## src/rtl/serial_subtractor.sv

```systemverilog
// Bit-serial unsigned subtractor: one bit pair per clock, LSB first.
// Result, borrow and zero flag are published together with a one-cycle done pulse.
module serial_subtractor #(
    parameter int WIDTH = 8
) (
    input  logic             in_clk,
    input  logic             in_rst_n,
    input  logic             in_start,
    input  logic [WIDTH-1:0] in_a,
    input  logic [WIDTH-1:0] in_b,
    output logic             out_busy,
    output logic             out_done,
    output logic [WIDTH-1:0] out_diff,
    output logic             out_borrow,
    output logic             out_zero
);

    localparam int              CNT_W    = (WIDTH > 1) ? $clog2(WIDTH) : 1;
    localparam logic [CNT_W-1:0] CNT_LAST = CNT_W'(WIDTH - 1);
    localparam logic [CNT_W-1:0] CNT_ONE  = CNT_W'(1);

    localparam logic [1:0] IDLE  = 2'd0;
    localparam logic [1:0] SHIFT = 2'd1;
    localparam logic [1:0] DONE  = 2'd2;

    logic [1:0]       r_state;
    logic [1:0]       w_next_state;
    logic [CNT_W-1:0] r_cnt;
    logic [WIDTH-1:0] r_a;
    logic [WIDTH-1:0] r_b;
    logic [WIDTH-1:0] r_res;
    logic             r_borrow;
    logic [WIDTH-1:0] r_diff;
    logic             r_out_borrow;
    logic             r_out_zero;

    logic             w_a_bit;
    logic             w_b_bit;
    logic             w_diff_bit;
    logic             w_borrow_next;
    logic [WIDTH-1:0] w_res_next;
    logic             w_accept;
    logic             w_last;

    // Full-subtractor cell on the current LSBs of the operand shift registers.
    assign w_a_bit       = r_a[0];
    assign w_b_bit       = r_b[0];
    assign w_diff_bit    = w_a_bit ^ w_b_bit ^ r_borrow;
    assign w_borrow_next = (~w_a_bit & w_b_bit) | (~(w_a_bit ^ w_b_bit) & r_borrow);
    assign w_res_next    = {w_diff_bit, r_res[WIDTH-1:1]};

    assign w_accept = (r_state == IDLE) && in_start;
    assign w_last   = (r_state == SHIFT) && (r_cnt == CNT_LAST);

    always_comb begin
        // NOTE: default first so every path assigns the signal and no latch is inferred.
        w_next_state = r_state;
        case (r_state)
            IDLE:    if (in_start) w_next_state = SHIFT;
            SHIFT:   if (w_last)   w_next_state = DONE;
            DONE:    w_next_state = IDLE;
            default: w_next_state = IDLE;
        endcase
    end

    always_ff @(posedge in_clk or negedge in_rst_n) begin
        if (!in_rst_n) begin
            r_state <= IDLE;
        end else begin
            // NOTE: non-blocking assignments for all clocked state so every flop samples pre-edge values.
            r_state <= w_next_state;
        end
    end

    always_ff @(posedge in_clk or negedge in_rst_n) begin
        // NOTE: the operand/result shift registers are plain flops, so they take the async clear too.
        if (!in_rst_n) begin
            r_cnt    <= '0;
            r_a      <= '0;
            r_b      <= '0;
            r_res    <= '0;
            r_borrow <= 1'b0;
        end else if (w_accept) begin
            r_cnt    <= '0;
            r_a      <= in_a;
            r_b      <= in_b;
            r_res    <= '0;
            r_borrow <= 1'b0;
        end else if (r_state == SHIFT) begin
            r_cnt    <= r_cnt + CNT_ONE;
            r_a      <= r_a >> 1;
            r_b      <= r_b >> 1;
            r_res    <= w_res_next;
            r_borrow <= w_borrow_next;
        end
    end

    // Published results change only on the final shift, i.e. on entry to DONE.
    always_ff @(posedge in_clk or negedge in_rst_n) begin
        if (!in_rst_n) begin
            r_diff       <= '0;
            r_out_borrow <= 1'b0;
            r_out_zero   <= 1'b0;
        end else if (w_last) begin
            r_diff       <= w_res_next;
            r_out_borrow <= w_borrow_next;
            r_out_zero   <= (w_res_next == '0);
        end
    end

    assign out_busy   = (r_state == SHIFT);
    assign out_done   = (r_state == DONE);
    assign out_diff   = r_diff;
    assign out_borrow = r_out_borrow;
    assign out_zero   = r_out_zero;

    a_busy_done_exclusive : assert property (
        @(posedge in_clk) disable iff (!in_rst_n) !(out_busy && out_done)
    );

endmodule
```

## config.mk

```make
export PLATFORM = sky130hd
export DESIGN_NAME = serial_subtractor
export DESIGN_NICKNAME = d
export VERILOG_FILES = /design/src/rtl/serial_subtractor.sv
export SDC_FILE = /design/constraint.sdc
export NUM_CORES = 1
export LEC_CHECK = 0
export CORE_MARGIN = 2
export CORE_UTILIZATION = 52
export DETAILED_ROUTE_END_ITERATION = 12
export GPL_TIMING_DRIVEN = 0
export PLACE_DENSITY = 0.76
export SLEW_MARGIN = 20
export SYNTH_ARGS = -nofsm -noshare
export SYNTH_HDL_FRONTEND = slang
export SYNTH_SLANG_ARGS = --single-unit
```

## constraint.sdc

```tcl
create_clock -name in_clk -period 1.7 [get_ports in_clk]
set_clock_uncertainty 0.05 [all_clocks]
set_input_delay 0.17 -clock in_clk [delete_from_list [all_inputs] [get_ports in_clk]]
set_output_delay 0.17 -clock in_clk [all_outputs]
set_load 0.05 [all_outputs]
```

# Yosys cells after proc, flatten, opt, wreduce, memory -nomap -nowiden
# Index checks and enable logic that the tools add are counted.
[word_totals] in_bits=19 register_bits=40 elab_cells=41
[classes] eq_ne=5 n_bitwise=7 addsub=1 reduce_logical=6 mux=13
[ops] cell="2-to-1 mux 8 bit" count=6
[ops] cell="logical NOT 8 bit" count=1
[ops] cell="2-to-1 mux 3 bit" count=2
[ops] cell="2-to-1 mux 2 bit" count=2
[ops] cell="case mux 2 bit (2 select lines)" count=1
[ops] cell="adder 3 x 1 -> 3 bit, second input constant" count=1
[ops] cell="equality test 3 bit, second input constant" count=1
[ops] cell="AND 1 bit" count=2
[ops] cell="equality test 2 x 1 -> 1 bit, second input constant" count=1
[ops] cell="equality test 2 bit, second input constant" count=1
[ops] cell="logical AND 1 bit" count=2
[ops] cell="logical NOT 2 bit" count=1
[ops] cell="2-to-1 mux 1 bit" count=2
[ops] cell="inequality test 2 x 1 -> 1 bit, second input constant" count=1
[ops] cell="inequality test 2 bit, second input constant" count=1
[ops] cell="inverter 1 bit" count=2
[ops] cell="AND reduction 2 bit" count=1
[ops] cell="nonzero test 2 bit" count=1
[ops] cell="bitwise XOR 1 bit" count=2
[ops] cell="bitwise OR 1 bit" count=1

# Logic depth before layout (Yosys ltp)
# Gate-level depths: netlist of the first run.
[logic_depth] word_depth=6 ltp_mapped=6 depth_no_buf=5

# Least setup slack after synthesis of the first run
# No wires, ideal clock.
[synth_timing] path_kind="register to output" from="register r_state[1]" to="output port out_done" stages_incl_launch_ff=4 n_path_buf=2 path_slack_ns=0.011 required_time_ns=1.480 arrival_ns=1.469 cell_sequence="dfrtp_1 buf_6 clkbuf_1 nor2b_1"
[synth_between] elab_chain_len=1
[synth_lines] item="from (decl)" line_no="26" text="logic [1:0] r_state;"
[synth_lines] item="from (signal assigned)" line_no="71" text="r_state <= w_next_state;"
[synth_lines] item="equality test 2 bit" line_no="112" text="assign out_done = (r_state == DONE);"
[synth_lines] item="to (decl)" line_no="12" text="output logic out_done,"
# Every way passes these cells.

# Worst setup path after layout of the first run
[layout_timing] from="register r_state[1]" to="output port out_busy"
[layout_between] elab_chain_len=1
[layout_lines] item="equality test 2 x 1 -> 1 bit" line_no="111" text="assign out_busy = (r_state == SHIFT);"
[layout_lines] item="to (decl)" line_no="11" text="output logic out_busy,"
# Every way passes these cells.

==> results.txt, run 1 <==
----------------------------------------------------
[Outcome]
  Outcome ... complete, no violations

[Setup path]
  Type of element launching the critical path ... flop
  Cells traversed along the worst timing path ... nand2b_1, inv_2, buf_6, buf_6
  CP max stage delay ... 0.41 ns
  Cell with the most instances on the worst path ... sky130_fd_sc_hd__buf_6
  Kind of capture point of the worst setup path ... primary output
  Total buffers and inverters traversed by the critical path ... 3
  Crit Path Class ... flop to primary output
  Worst-path cell with the longest stage delay ... sky130_fd_sc_hd__dfrtp_1
  Required @ worst endpoint ... 1.48 ns
  Data arrival time at the worst-slack endpoint ... 1.39 ns
  Crit Path Max Fanout ... 10
  Cell family contributing the most delay on the critical path ... buffers and inverters

[Placed design]
  Cell Count Post-Placement ... 228
  HPWL after detailed placement ... 2650 um
  Port Buffers ... 30
  Instance area at placement ... 2150 sq um
  RePlAce Congestion ... 0.779

[Power]
  Clock share of power ... 13.5%
  Switch share ... 40.5%
  Part of the total power dissipated in sequential elements ... 40.7%
  Static Leak ... 0.00104 uW
  Share of power burned in combinational logic ... 45.8%
  Power spent charging and discharging nets ... 1590 uW
  Internal power contribution ... 2330 uW
  Worst VDD drop ... 1.01 mV
  Power density of the placed cells ... 1760 nW/um^2

[Logic synthesis]
  Total standard cell area after synthesis ... 1780 sq um
  Net count after synthesis ... 173
  Mean post-synth cell area ... 11.8 sq um
  Count of unique library cells instantiated by Yosys ... 27
  Number of warning messages in the yosys log ... 0
  Seq/Total Area, Yosys ... 54.9%
  Cells after Synth ... 151
  Count of state elements after synthesis ... 39

[Global routing]
  Global-route wire length before repair ... 6070 um
  Final global-route overflow total ... 0
  Via count of the first global-routing pass ... 1295
  Pin count of the biggest net entering global routing ... 28
  Total GRT Usage ... 19.8%
  Antenna violations before repair ... 0

[Die]
  Cell row count ... 21
  IO Count ... 31
  Die outline area ... 3900 sq um
  Die width ... 62.5 um
  Effective utilization at floorplan ... 53.7%
  Area of the core ... 3310 sq um
  Chip height ... 62.5 um

[Hold path]
  Type of the tightest min-delay check ... input pin to asynchronous set/reset pin

[Finish]
  Cell Count, Final, Fillers Out ... 236
  Diode insertion count for antenna repair ... 0
  Layout area overhead ... 24.8%
  Leading cell type in the layout, fill and taps excluded ... sky130_fd_sc_hd__dfrtp_1
  Net total in the final layout ... 211
  Finished Cell Area ... 2220 sq um
  Fraction of layout cells with a size suffix above 1 ... 17.4%
  Top library cells by usage in the layout, fill and taps aside ... sky130_fd_sc_hd__dfrtp_1 (39), sky130_fd_sc_hd__clkdlybuf4s50_1 (17), sky130_fd_sc_hd__a21oi_1 (14), sky130_fd_sc_hd__a22oi_1 (13), sky130_fd_sc_hd__nor2b_1 (12)

[STA]
  Post-route setup TNS ... 0 ns
  RSZ-0062 raised after global routing ... false
  Final hold violations ... 0
  Final worst-path cycle share ... 94.8%
  Worst rel slew slack ... 67.3%
  Pins Over Slew Limit ... 0
  Final critical-path required period ... 1.61 ns
  Worst-Margin Slew ... 0.493 ns
  Setup violators final ... 0
  FMAX ... 0.620 GHz

[Clock network]
  Number of buffers inserted by post-CTS setup repair ... 0
  Number of buffers created by CTS ... 5
  Clock tree root buffer cell ... sky130_fd_sc_hd__clkbuf_4
  Clock latency on the worst-skew pair ... 0.35 ns
  Number of H-tree branching levels ... 2
  Clock Tree Buf Depth ... 2
  Number of sinks handled by clock tree synthesis ... 39
  Clock tree from TritonCTS ... done
  Clock slew at the register clock pins of the worst setup and hold paths ... 0.11 ns

[Drt]
  Routed wire length per instance ... 15.1 um
  DRC violation total after the first TritonRoute iteration ... 75
  DRC errors left ... 0
  Count of nets left with antenna violations after detail routing ... 0
  Number of iterations in the first detailed-routing pass ... 4
  Routed via count divided by cell count ... 5.47
  Post-Route WL ... 3570 um
  Total number of vias ... 1291

[Flow run]
  Max Cap Violations ... 0

----------------------------------------------------
==> routing by layer <==
layer,part of all wire [%],GRT usage [%],up-vias
met5,0,0,-
met4,1.4,6.39,0
met3,4.2,5.59,6
met2,51,33.6,28
met1,43,24.5,635
li1,-,-,622
==> final cells by class <==
type	instances	area, sq um
Buffer	9	75.1
Clock buffer	7	65.1
Clock inverter	1	7.51
Fill cell	284	1090
Inverter	5	18.8
Multi-Input combinational cell	97	711
Sequential cell	39	976
Tap cell	46	57.6
Timing Repair Buffer	32	309
==> final timing paths <==
check                                            start                 endpoint  slack, ns  depth (start not counted)
worst max register to register    r_cnt[0]$_DFFE_PN0P_  out_diff[6]$_DFFE_PN0P_       0.11                          5
min in group in_clk                            in_b[1]       r_b[1]$_DFFE_PN0P_       0.39                          3
worst min register to register    out_zero$_DFFE_PN0P_     out_zero$_DFFE_PN0P_       0.43                          2
worst min-delay path                          in_rst_n       r_b[0]$_DFFE_PN0P_       0.20                          2
worst max-delay path            r_state[1]$_DFFE_PN0P_                 out_busy       0.09                          4
max in group asynchronous                     in_rst_n   r_state[0]$_DFFE_PN0P_       0.95                          3
==> power by group through the flow <==
stage | clock, uW | combinational (uW) | sequential (uW)
2_1_floorplan | 0 | 1010 | 1880
3_3_place_gp | 0 | 1790 | 1590
3_5_place_dp | 0 | 1850 | 1610
4_1_cts | 550 | 1790 | 1590
5_1_grt | 599 | 1930 | 1650
6_report | 529 | 1790 | 1590
==> synthesized netlist by cell type (all sizes together) <==
| library cell | number | area share [%] |
|---|---|---|
| a21oi | 14 | 3.9 |
| dfrtp | 39 | 55 |
| fa | 1 | 1.1 |
| a2bb2oi | 1 | 0.49 |
| mux2 | 8 | 6.1 |
| inv | 5 | 1.1 |
| a22oi | 13 | 5.5 |
| nand2 | 7 | 1.5 |
| o21bai | 1 | 1.1 |
| a31oi | 1 | 0.35 |
| ha | 2 | 1.4 |
| and2b | 3 | 1.4 |
| nand2b | 1 | 0.35 |
| buf | 9 | 3.9 |
| nor4 | 2 | 0.70 |
| clkbuf | 1 | 0.21 |
| and2 | 1 | 0.35 |
| nor2b | 12 | 4.2 |
| a22o | 9 | 4.4 |
| nand3b | 1 | 1.1 |
| a32o | 1 | 0.56 |
| o21ai | 19 | 5.3 |
==> registers in the layout, summed over array words and instances, names as in the netlist <==
register,cells
out_borrow,1
r_a,8
r_cnt,3
r_state,2
out_diff,8
out_zero,1
r_res,7
r_borrow,1
r_b,8
==> metrics by stage <==
step | hold slack (ns) | utilization [%] | power [uW] | setup WS, ns
floorplan | -0.176 | - | 2890 | 0.0105
detailed placement | 0.0337 | 65.0 | 3460 | -0.317
CTS | 0.200 | 67.1 | 3940 | 0.00538
global route | 0.202 | 67.0 | 4180 | 0.00539
finish | 0.200 | 67.0 | 3910 | 0.0879
global placement | 0.410 | 64.5 | 3380 | -0.452
==> kinds of logic (layout without fill, tap and decap cells) <==
family / after synthesis / in the layout / synth area share, %
flops: 39 / 39 / 54.9
buf+inv: 15 / 54 / 5.14
compound gates: 59 / 59 / 21.7
simple gates: 27 / 27 / 9.64
mux: 8 / 8 / 6.12
fa+ha+maj: 3 / 3 / 2.53
==> repair_timing <==
item                                   CTS  global route
endpoints found under the hold margin   39             0
hold buffers                             1             0
gates resized for setup                 21             4
pin swaps                                0             0
setup endpoints to repair               12             2
No activity file was read; power rests on OpenSTA's default activity.
==> run 2, diff against run 1 <==
--- a/config.mk
+++ b/config.mk
@@ -9,7 +9,9 @@
 export CORE_UTILIZATION = 52
 export DETAILED_ROUTE_END_ITERATION = 12
 export GPL_TIMING_DRIVEN = 0
+export HOLD_SLACK_MARGIN = 0.15
 export PLACE_DENSITY = 0.76
+export SKIP_LAST_GASP = 1
 export SLEW_MARGIN = 20
 export SYNTH_ARGS = -nofsm -noshare
 export SYNTH_HDL_FRONTEND = slang
==> run 2 against run 1 <==
Design area unchanged. Worst hold slack is essentially flat. Critical path depth did not move. Register-to-register slack about the same. Final cell count did not move. Sequential share of layout area is the same. Worst setup slack got worse by 0.055 ns. Sequential cell count unchanged. Fmax decreased by 3.3%. Global-route usage is the same. Non-clock buffer count is the same. Die area unchanged. Largest power group unchanged.
==> results.txt, run 2 (same netlist as run 1, synthesis figures left out) <==
----------------------------------------------------
[Clock network]
  Clock tree from TritonCTS ... done
  Number of buffers inserted by post-CTS setup repair ... 0
  Number of buffers created by CTS ... 5
  Clock Tree Buf Depth ... 2
  Clock latency on the worst-skew pair ... 0.35 ns
  Clock tree root buffer cell ... sky130_fd_sc_hd__clkbuf_4
  Clock slew at the register clock pins of the worst setup and hold paths ... 0.11 ns
  Number of sinks handled by clock tree synthesis ... 39
  Number of H-tree branching levels ... 2

[Finish]
  Layout area overhead ... 24.8%
  Net total in the final layout ... 211
  Final core occ ... 67.0%
  Fraction of layout cells with a size suffix above 1 ... 16.8%
  Top library cells by usage in the layout, fill and taps aside ... sky130_fd_sc_hd__dfrtp_1 (39), sky130_fd_sc_hd__clkdlybuf4s50_1 (17), sky130_fd_sc_hd__a21oi_1 (14), sky130_fd_sc_hd__a22oi_1 (13), sky130_fd_sc_hd__nor2b_1 (12)
  Number of filler instances in the final layout ... 284
  Area of the multi-input gates ... 711 sq um
  Leading cell type in the layout, fill and taps excluded ... sky130_fd_sc_hd__dfrtp_1
  Area used by sequential logic in the layout ... 976 sq um
  Diode insertion count for antenna repair ... 0

[Setup path]
  Type of element launching the critical path ... flop
  Crit Path Class ... flop to primary output
  Depth of the most critical reg-to-reg path ... 5
  Crit Path Max Fanout ... 10
  Setup slack of the worst register-to-register path ... 0.11 ns
  Kind of capture point of the worst setup path ... primary output
  Startpoint of the most critical register-to-register path ... r_cnt[0]$_DFFE_PN0P_
  Required @ worst endpoint ... 1.48 ns
  CP Launch Point ... r_state[1]$_DFFE_PN0P_
  Data arrival time at the worst-slack endpoint ... 1.45 ns
  FF-to-FF End ... out_diff[6]$_DFFE_PN0P_

[Power]
  Switch share ... 40.5%
  Static Leak ... 0.00104 uW
  Part of the total power dissipated in sequential elements ... 40.7%
  Power spent charging and discharging nets ... 1580 uW
  Worst VDD drop ... 1.01 mV
  Internal power contribution ... 2330 uW
  Power density of the placed cells ... 1760 nW/um^2
  Share of power burned in combinational logic ... 45.8%
  Pwr Total ... 3910 uW
  Clock share of power ... 13.5%

[Flow run]
  Max Cap Violations ... 0

[Placed design]
  HPWL after detailed placement ... 2650 um
  RePlAce Congestion ... 0.779
  Port Buffers ... 30

[STA]
  Worst rel slew slack ... 67.3%
  Minimum hold slack ... 0.199 ns
  Setup violators final ... 0
  RSZ-0062 raised after global routing ... true
  Worst-Margin Slew ... 0.493 ns
  Final critical-path required period ... 1.67 ns
  Final worst-path cycle share ... 98.1%
  Pins Over Slew Limit ... 0
  Final hold violations ... 0
  FMAX ... 0.600 GHz

[Die]
  Die outline area ... 3900 sq um
  Chip height ... 62.5 um
  IO Count ... 31
  Die width ... 62.5 um
  Effective utilization at floorplan ... 53.7%
  Cell row count ... 21
  Area of the core ... 3310 sq um

[Global routing]
  Total GRT Usage ... 19.8%
  Global-route wire length before repair ... 6070 um
  Via count of the first global-routing pass ... 1295
  Final global-route overflow total ... 0
  Antenna violations before repair ... 0
  Pin count of the biggest net entering global routing ... 28

[Drt]
  Count of nets left with antenna violations after detail routing ... 0
  Post-Route WL ... 3570 um
  M1 wire length ... 1550 um
  Total number of vias ... 1291
  Routed wire length per instance ... 15.1 um
  Routed via count divided by cell count ... 5.47
  Number of iterations in the first detailed-routing pass ... 4
  Detail Route met3 WL ... 150 um
  DRC violation total after the first TritonRoute iteration ... 75
  Uppermost signal routing layer after detailed routing ... met4
  DRC errors left ... 0
  Wire length on met2 ... 1820 um

[Hold path]
  Type of the tightest min-delay check ... input pin to asynchronous set/reset pin

[Outcome]
  Outcome ... complete, no violations

----------------------------------------------------
run 2: worst max-delay path by stage:
stage                                     to  slack, ns  cells past startpoint
final                               out_busy       0.03                      4
after global routing                out_busy      -0.05                      4
after CTS                           out_busy      0.005                      4
after detailed placement            out_done      -0.32                      4
after global placement    r_a[2]$_DFFE_PN0P_      -0.45                      1
after floorplan                     out_done       0.01                      3
run 2: through the flow:
step | cell area, sq um | worst slack [ns] | TNS (ns) | std cells
final | 2220 | 0.0326 | 0 | 236
after global routing | 2220 | -0.0519 | -0.0519 | 236
after global placement | 2140 | -0.452 | -18.21 | 227
after CTS | 2220 | 0.00538 | 0 | 236
after detailed placement | 2150 | -0.317 | -0.614 | 228
after floorplan | 1780 | 0.0105 | 0 | 151
run 2: power by group through the flow:
| stage | combinational (uW) | sequential, uW | clock (uW) |
|---|---|---|---|
| finish | 1790 | 1590 | 530 |
| CTS | 1790 | 1590 | 550 |
| detailed placement | 1850 | 1610 | 0 |
| floorplan | 1010 | 1880 | 0 |
| global route | 1930 | 1650 | 599 |
| global placement | 1790 | 1590 | 0 |
run 2: metal layers:
metal	vias up	GRT usage, %
li1	622	-
met1	635	24.5
met2	28	33.6
met3	6	5.59
met4	0	6.39
met5	-	0
run 2: what timing repair did:
| item | 4_1_cts | 5_1_grt |
|---|---|---|
| hold endpoints to repair | 39 | 0 |
| hold buffers | 1 | 0 |
| setup endpoints to repair | 12 | 2 |
| resized for setup | 21 | 3 |
run 2: area by class of cell:
cell class	instances	share of cell area [%]
Timing Repair Buffer	32	13.9
Tap cell	46	2.59
Multi-Input combinational cell	97	32.0
Clock inverter	1	0.338
Inverter	5	0.846
Buffer	9	3.38
Sequential cell	39	44.0
Clock buffer	7	2.93
run 2: critical path, stage by stage, from the launching register on:
cell	delay (ns)
sky130_fd_sc_hd__dfrtp_1	0.41
sky130_fd_sc_hd__nand2b_1	0.17
sky130_fd_sc_hd__inv_1	0.16
sky130_fd_sc_hd__buf_6	0.18
sky130_fd_sc_hd__buf_6	0.17
